[config.mk]
export PLATFORM = sky130hd
export DESIGN_NAME = branch_target_predictor
export DESIGN_NICKNAME = d
export VERILOG_FILES = /design/src/rtl/branch_target_predictor.sv
export SDC_FILE = /design/constraint.sdc
export NUM_CORES = 1
export LEC_CHECK = 0
export ABC_CLOCK_PERIOD_IN_PS = 11100
export BUFFER_PORTS_ARGS = -buffer_cell sky130_fd_sc_hd__buf_2
export CAP_MARGIN = 30
export CORE_ASPECT_RATIO = 0.5
export CORE_MARGIN = 1.5
export CORE_UTILIZATION = 55
export DETAILED_ROUTE_END_ITERATION = 7
export GPL_TIMING_DRIVEN = 0
export PLACE_DENSITY = 0.78
export SKIP_LAST_GASP = 1
export SLEW_MARGIN = 10
export SYNTH_ARGS = -nofsm -noshare
export SYNTH_HDL_FRONTEND = slang
export SYNTH_SLANG_ARGS = --single-unit
[constraint.sdc]
create_clock -name clk -period 11.1 [get_ports clk]
set_input_delay 0.555 -clock clk [delete_from_list [all_inputs] [get_ports clk]]
set_output_delay 0.555 -clock clk [all_outputs]
set_load 0.05 [all_outputs]
[src/rtl/branch_target_predictor.sv]
// Direct-mapped branch target buffer with 2-bit saturating counters.
// Combinational lookup on the fetch PC, trained by the resolved C-stage branch/jump.
module branch_target_predictor #(
    parameter int  XLEN    = 32,
    parameter int  ENTRIES = 16,
    localparam int IDX_W   = $clog2(ENTRIES)
) (
    input  logic            clk,
    input  logic            reset,
    input  logic [XLEN-1:0] PC_I,
    output logic            Predict,
    output logic [XLEN-1:0] Prediction,
    input  logic            UpdateValid_C,
    input  logic [XLEN-1:0] UpdatePC_C,
    input  logic            UpdateTaken_C,
    input  logic            UpdateIsJump_C,
    input  logic [XLEN-1:0] UpdateTarget_C,
    input  logic            FlushAll,
    output logic            Hit
);

    localparam int TAG_W = XLEN - IDX_W - 2;

    typedef enum logic [1:0] {
        CTR_SN = 2'b00,
        CTR_WN = 2'b01,
        CTR_WT = 2'b10,
        CTR_ST = 2'b11
    } ctr_e;

    logic [ENTRIES-1:0] valid_q;
    logic [TAG_W-1:0]   tag_q     [ENTRIES];
    logic [XLEN-1:1]    target_q  [ENTRIES];
    logic               is_jump_q [ENTRIES];
    ctr_e               ctr_q     [ENTRIES];

    // Predictions are always halfword aligned and PCs are word indexed.
    logic unused_low_bits;
    assign unused_low_bits = ^{PC_I[1:0], UpdatePC_C[1:0], UpdateTarget_C[0]};

    // ---------------- lookup ----------------
    logic [IDX_W-1:0] look_idx;
    logic [TAG_W-1:0] look_tag;

    assign look_idx   = PC_I[IDX_W+1:2];
    assign look_tag   = PC_I[XLEN-1:IDX_W+2];
    assign Hit        = valid_q[look_idx] && (tag_q[look_idx] == look_tag);
    assign Predict    = Hit && (is_jump_q[look_idx] || ctr_q[look_idx][1]);
    assign Prediction = Hit ? {target_q[look_idx], 1'b0} : '0;

    // ---------------- training ----------------
    logic [IDX_W-1:0] upd_idx;
    logic [TAG_W-1:0] upd_tag;
    logic             upd_hit;
    logic             upd_taken;
    logic             upd_en;
    logic             alloc_we;
    logic             ctr_we;
    ctr_e             ctr_next;

    assign upd_idx   = UpdatePC_C[IDX_W+1:2];
    assign upd_tag   = UpdatePC_C[XLEN-1:IDX_W+2];
    assign upd_hit   = valid_q[upd_idx] && (tag_q[upd_idx] == upd_tag);
    // A jump reported as not-taken is illegal and is trained as taken.
    assign upd_taken = UpdateTaken_C || UpdateIsJump_C;
    assign upd_en    = UpdateValid_C && !reset && !FlushAll;
    assign alloc_we  = upd_en && upd_taken;
    assign ctr_we    = upd_en && (upd_taken || upd_hit);

    // NOTE: every always_comb output gets a default first so no path can infer a latch.
    always_comb begin
        ctr_next = ctr_q[upd_idx];
        if (!upd_hit) begin
            ctr_next = UpdateIsJump_C ? CTR_ST : CTR_WT;
        end else if (upd_taken) begin
            if (ctr_q[upd_idx] != CTR_ST) ctr_next = ctr_e'(ctr_q[upd_idx] + 2'd1);
        end else begin
            if (ctr_q[upd_idx] != CTR_SN) ctr_next = ctr_e'(ctr_q[upd_idx] - 2'd1);
        end
    end

    // NOTE: sequential state uses non-blocking assignments so every reader sees pre-edge values.
    always_ff @(posedge clk) begin
        if (reset || FlushAll) begin
            valid_q <= '0;
        end else if (alloc_we) begin
            valid_q[upd_idx] <= 1'b1;
        end
    end

    // NOTE: entry payload is not reset; the valid bits alone gate every use of it.
    always_ff @(posedge clk) begin
        if (alloc_we) begin
            tag_q[upd_idx]     <= upd_tag;
            target_q[upd_idx]  <= UpdateTarget_C[XLEN-1:1];
            is_jump_q[upd_idx] <= UpdateIsJump_C;
        end
        if (ctr_we) begin
            ctr_q[upd_idx] <= ctr_next;
        end
    end

endmodule

==> results.md <==
* Outcome: complete, no violations
* Syn Std Cell Area at 41900 sq um
* Area leader, netlist: edfxtp_1
* Sequential cell area at a little under 30000 sq um
* WP data required at around 11000 ps
* Dpl ws at 4450 ps
* Root Buffer: clkbuf_16
* Crit path max fanout at 10
* Layout fillers at a little under 5000
* Slew Viols, Final at 0
* GR Util met2 at 0.525
* Core Rows at ~70
* Tightest Pin Transition at 1160 ps
* Synth Register Bits at ~980
* Routed vias/inst at around 7.3
* Antenna-violating nets left at 0
* Fin crit share at 0.613
* Ys Warns at 0
* Setup TNS Final at 0 ps
* Via Count at approximately 25000
* Gate Count Post-Synth at between 1500 and 2000
* Final setup viols at 0
* Met1 Resource Use GR at 0.428
* Final hold vios at 0
* Post-CTS Hold Fix Bufs at 0
* Full die area at ~78000 sq um
* Design area at around 48000 sq um
* Most used cell along the critical path: buf_2
* CP endpoint kind: primary output
* CP startpoint kind: primary input
* RSZ-0062 raised after global routing: no
* Ranking of synthesized cells by area: edfxtp_1 (69%), mux4_2 (20%), mux2i_1 (2.6%)
* GR peak layer: met2
* Vias in the first global route at about 25000
* Post-synth top cells: edfxtp_1 (960), mux4_2 (373), mux2i_1 (110), clkbuf_1 (53), buf_2 (48)
* Avg WL per Cell at roughly 38 um
* Synth-to-Final Area Change at 15.6%
* First-pass GRT wire length at 179000 um
* CTS Buffer Depth at 3
* Core footprint at between 70000 and 80000 sq um
* Nets at 2385
* Fmax at roughly 150 MHz
* Die Span Y at ~200 um
* Max_cap viols at 0
* WL final at 127000 um
* Ys async rst share at 0
* Pwr per Cell Area at 162 nW/um^2
* Initial DRC count at approximately 4500
* Critical Path Max Stage Delay at between 800 and 900 ps
* Post-CTS repair timing setup buffer count at 0
* DP Wirelength at slightly below 80000 um
* DP Area at roughly 45000 sq um
* PnR worst setup slack at roughly 4300 ps
* GRT overflow at 0
* Detailed-route DRC error count at 0
* Relative slew slack at 0.226
* Fin Clk Skew at a little over 20 ps
* Die W at just under 400 um
* CP Cell Sequence: clkbuf_1 > buf_2 > buf_2 > buf_2 > mux4_2 > mux2i_1 > a21oi_1 > xor2_1 > nor4_1 > nand4_1 > clkbuf_1 > nor2b_1 > buf_2
* Initial Utilization at 0.557
* Share of cells above drive strength 1 at 0.336
* # IOs at approximately 140
* Multi-input logic area at 12300 sq um
* Initial antenna violation count at 7
* Yosys top cell area share at 0.688
* Clk Latency, worst-skew pair at around 680 ps
* TritonCTS buffer count at 85
* Worst min-delay path class: in2reg
* PnR Total Power at approximately 7.9 mW
* Ys flop type: edfxtp_1
* Pin count of the biggest net entering global routing at 24
* Cell with the most instances after synthesis: edfxtp_1
* Pint at 6.08 mW
* Gr usage total at 0.329
* Register area share after synthesis at 0.695
* Sw Share at 0.226
* Gp weighted congestion at 0.957
* TritonCTS clock tree: yes
* CTS H-tree depth at 3
* Router iterations before antenna repair at 8
* Post-synth cell types at 66
* P_sw at approximately 1.8 mW
* CTS resizes at 0
* Clock power share at 0.410
* Synth Net Count at about 2100
* Highest ir drop seen on vdd at 0.000106 V
* Crit Path Category: in2out
* Fin crit period at between 6000 and 7000 ps
* TritonCTS Sinks at slightly below 1000
* Flop pwr share at 0.518
* Post-Syn Area per Cell at 21.0 sq um
* EDFF count, synth at between 900 and 1000
* Clk pin slew, worst setup/hold paths at roughly 70 ps
* Slowest CP cell: nand4_1
* Met3 usage at 0.0871
* Worst Path Arrival at around 6300 ps
* # port buffers at between 100 and 150
* Combinational share of power at 0.072
* LEAKAGE at 15.6 nW
==> layout by cell type (no fill, tap or decap), types with 8 or more instances in the layout <==
master      instances
a211oi_1           11
a21oi_1            40
a22oi_1            23
and3_1              9
buf_1              12
buf_12             31
buf_16             23
buf_2             171
buf_4               8
buf_6              10
buf_8              15
bufinv_16          14
clkbuf_1           67
clkbuf_16          87
clkinv_1           14
clkinv_2           11
clkinvlp_4          9
dfxtp_1            16
edfxtp_1          960
inv_1              11
mux2i_1           110
mux4_2            373
nand2_1            26
nand2b_1            8
nand3_1             8
nor2_1             19
nor2_4             16
nor2b_1            43
nor3_1             22
o21a_1             16
xnor2_1            27
xor2_1             24
==> cells by family after synthesis <==
family,after synthesis,synth area share
DFF,976,0.695
muxes,487,0.228
and+or+nand+nor,190,0.0256
AOI/OAI and AO/OA,155,0.0259
buffers and inverters,136,0.0149
other,1,0.0000894
xor gates and xnor gates,51,0.0107
==> path summary, 6_finish.rpt <==
check / start / end / slack (ps) / cells after the start
worst max-delay path: PC_I[2] / Prediction[16] / 4300 / 13
worst min-delay path: UpdateTarget_C[26] / target_q[2][25] / 250 / 1
worst max register to register: tag_q[15][16] / ctr_q[2][1] / 7210 / 8
worst min register to register: valid_q[14] / valid_q[14] / 490 / 1
==> per-layer routing <==
| metal | vias up | routed length (um) |
|---|---|---|
| met5 | - | 45 |
| met1 | 12700 | 43500 |
| met3 | 442 | 17300 |
| met4 | 6 | 6610 |
| met2 | 2339 | 59800 |
| li1 | 9140 | - |
==> critical path, delay by kind of cell <==
family,cells,cell delay [ps]
buffers and inverters,6,2390
and+or+nand+nor,3,2140
muxes,2,720
xor gates and xnor gates,1,210
AOI/OAI and AO/OA,1,160
==> power by group through the flow <==
| stage | clock (mW) | combinational (mW) | sequential [mW] |
|---|---|---|---|
| finish | 3.22 | 0.567 | 4.07 |
| CTS | 3.21 | 0.550 | 4.07 |
| detailed placement | 0 | 0.543 | 4.15 |
| global route | 3.34 | 0.580 | 4.07 |
| floorplan | 0 | 0.317 | 4.15 |
| global placement | 0 | 0.515 | 4.15 |
==> flip-flops by register name (all words and copies together), names as in the netlist <==
register   flops
ctr_q         32
is_jump_q     16
valid_q       16
target_q     496
tag_q        416
==> cell type report <==
| type | count | area share |
|---|---|---|
| clock inverters | 57 | 0.0148 |
| diodes | 6 | 0.000310 |
| plain buffers | 124 | 0.0120 |
| well taps | 1022 | 0.0264 |
| flip-flops and latches | 976 | 0.601 |
| clock buffers | 101 | 0.0460 |
| multi-input cells | 884 | 0.253 |
| inverters | 12 | 0.000929 |
| repair buffers | 200 | 0.0449 |
==> per-stage QoR <==
stage / instances / utilization / hold WS (ps)
4_1_cts: 3372 / 0.643 / 234
6_report: 3382 / 0.643 / 253
2_1_floorplan: 1996 / - / 452
3_3_place_gp: 3141 / 0.582 / 464
5_1_grt: 3381 / 0.643 / 254
3_5_place_dp: 3214 / 0.603 / 475
No activity file was read; power rests on OpenSTA's default activity.
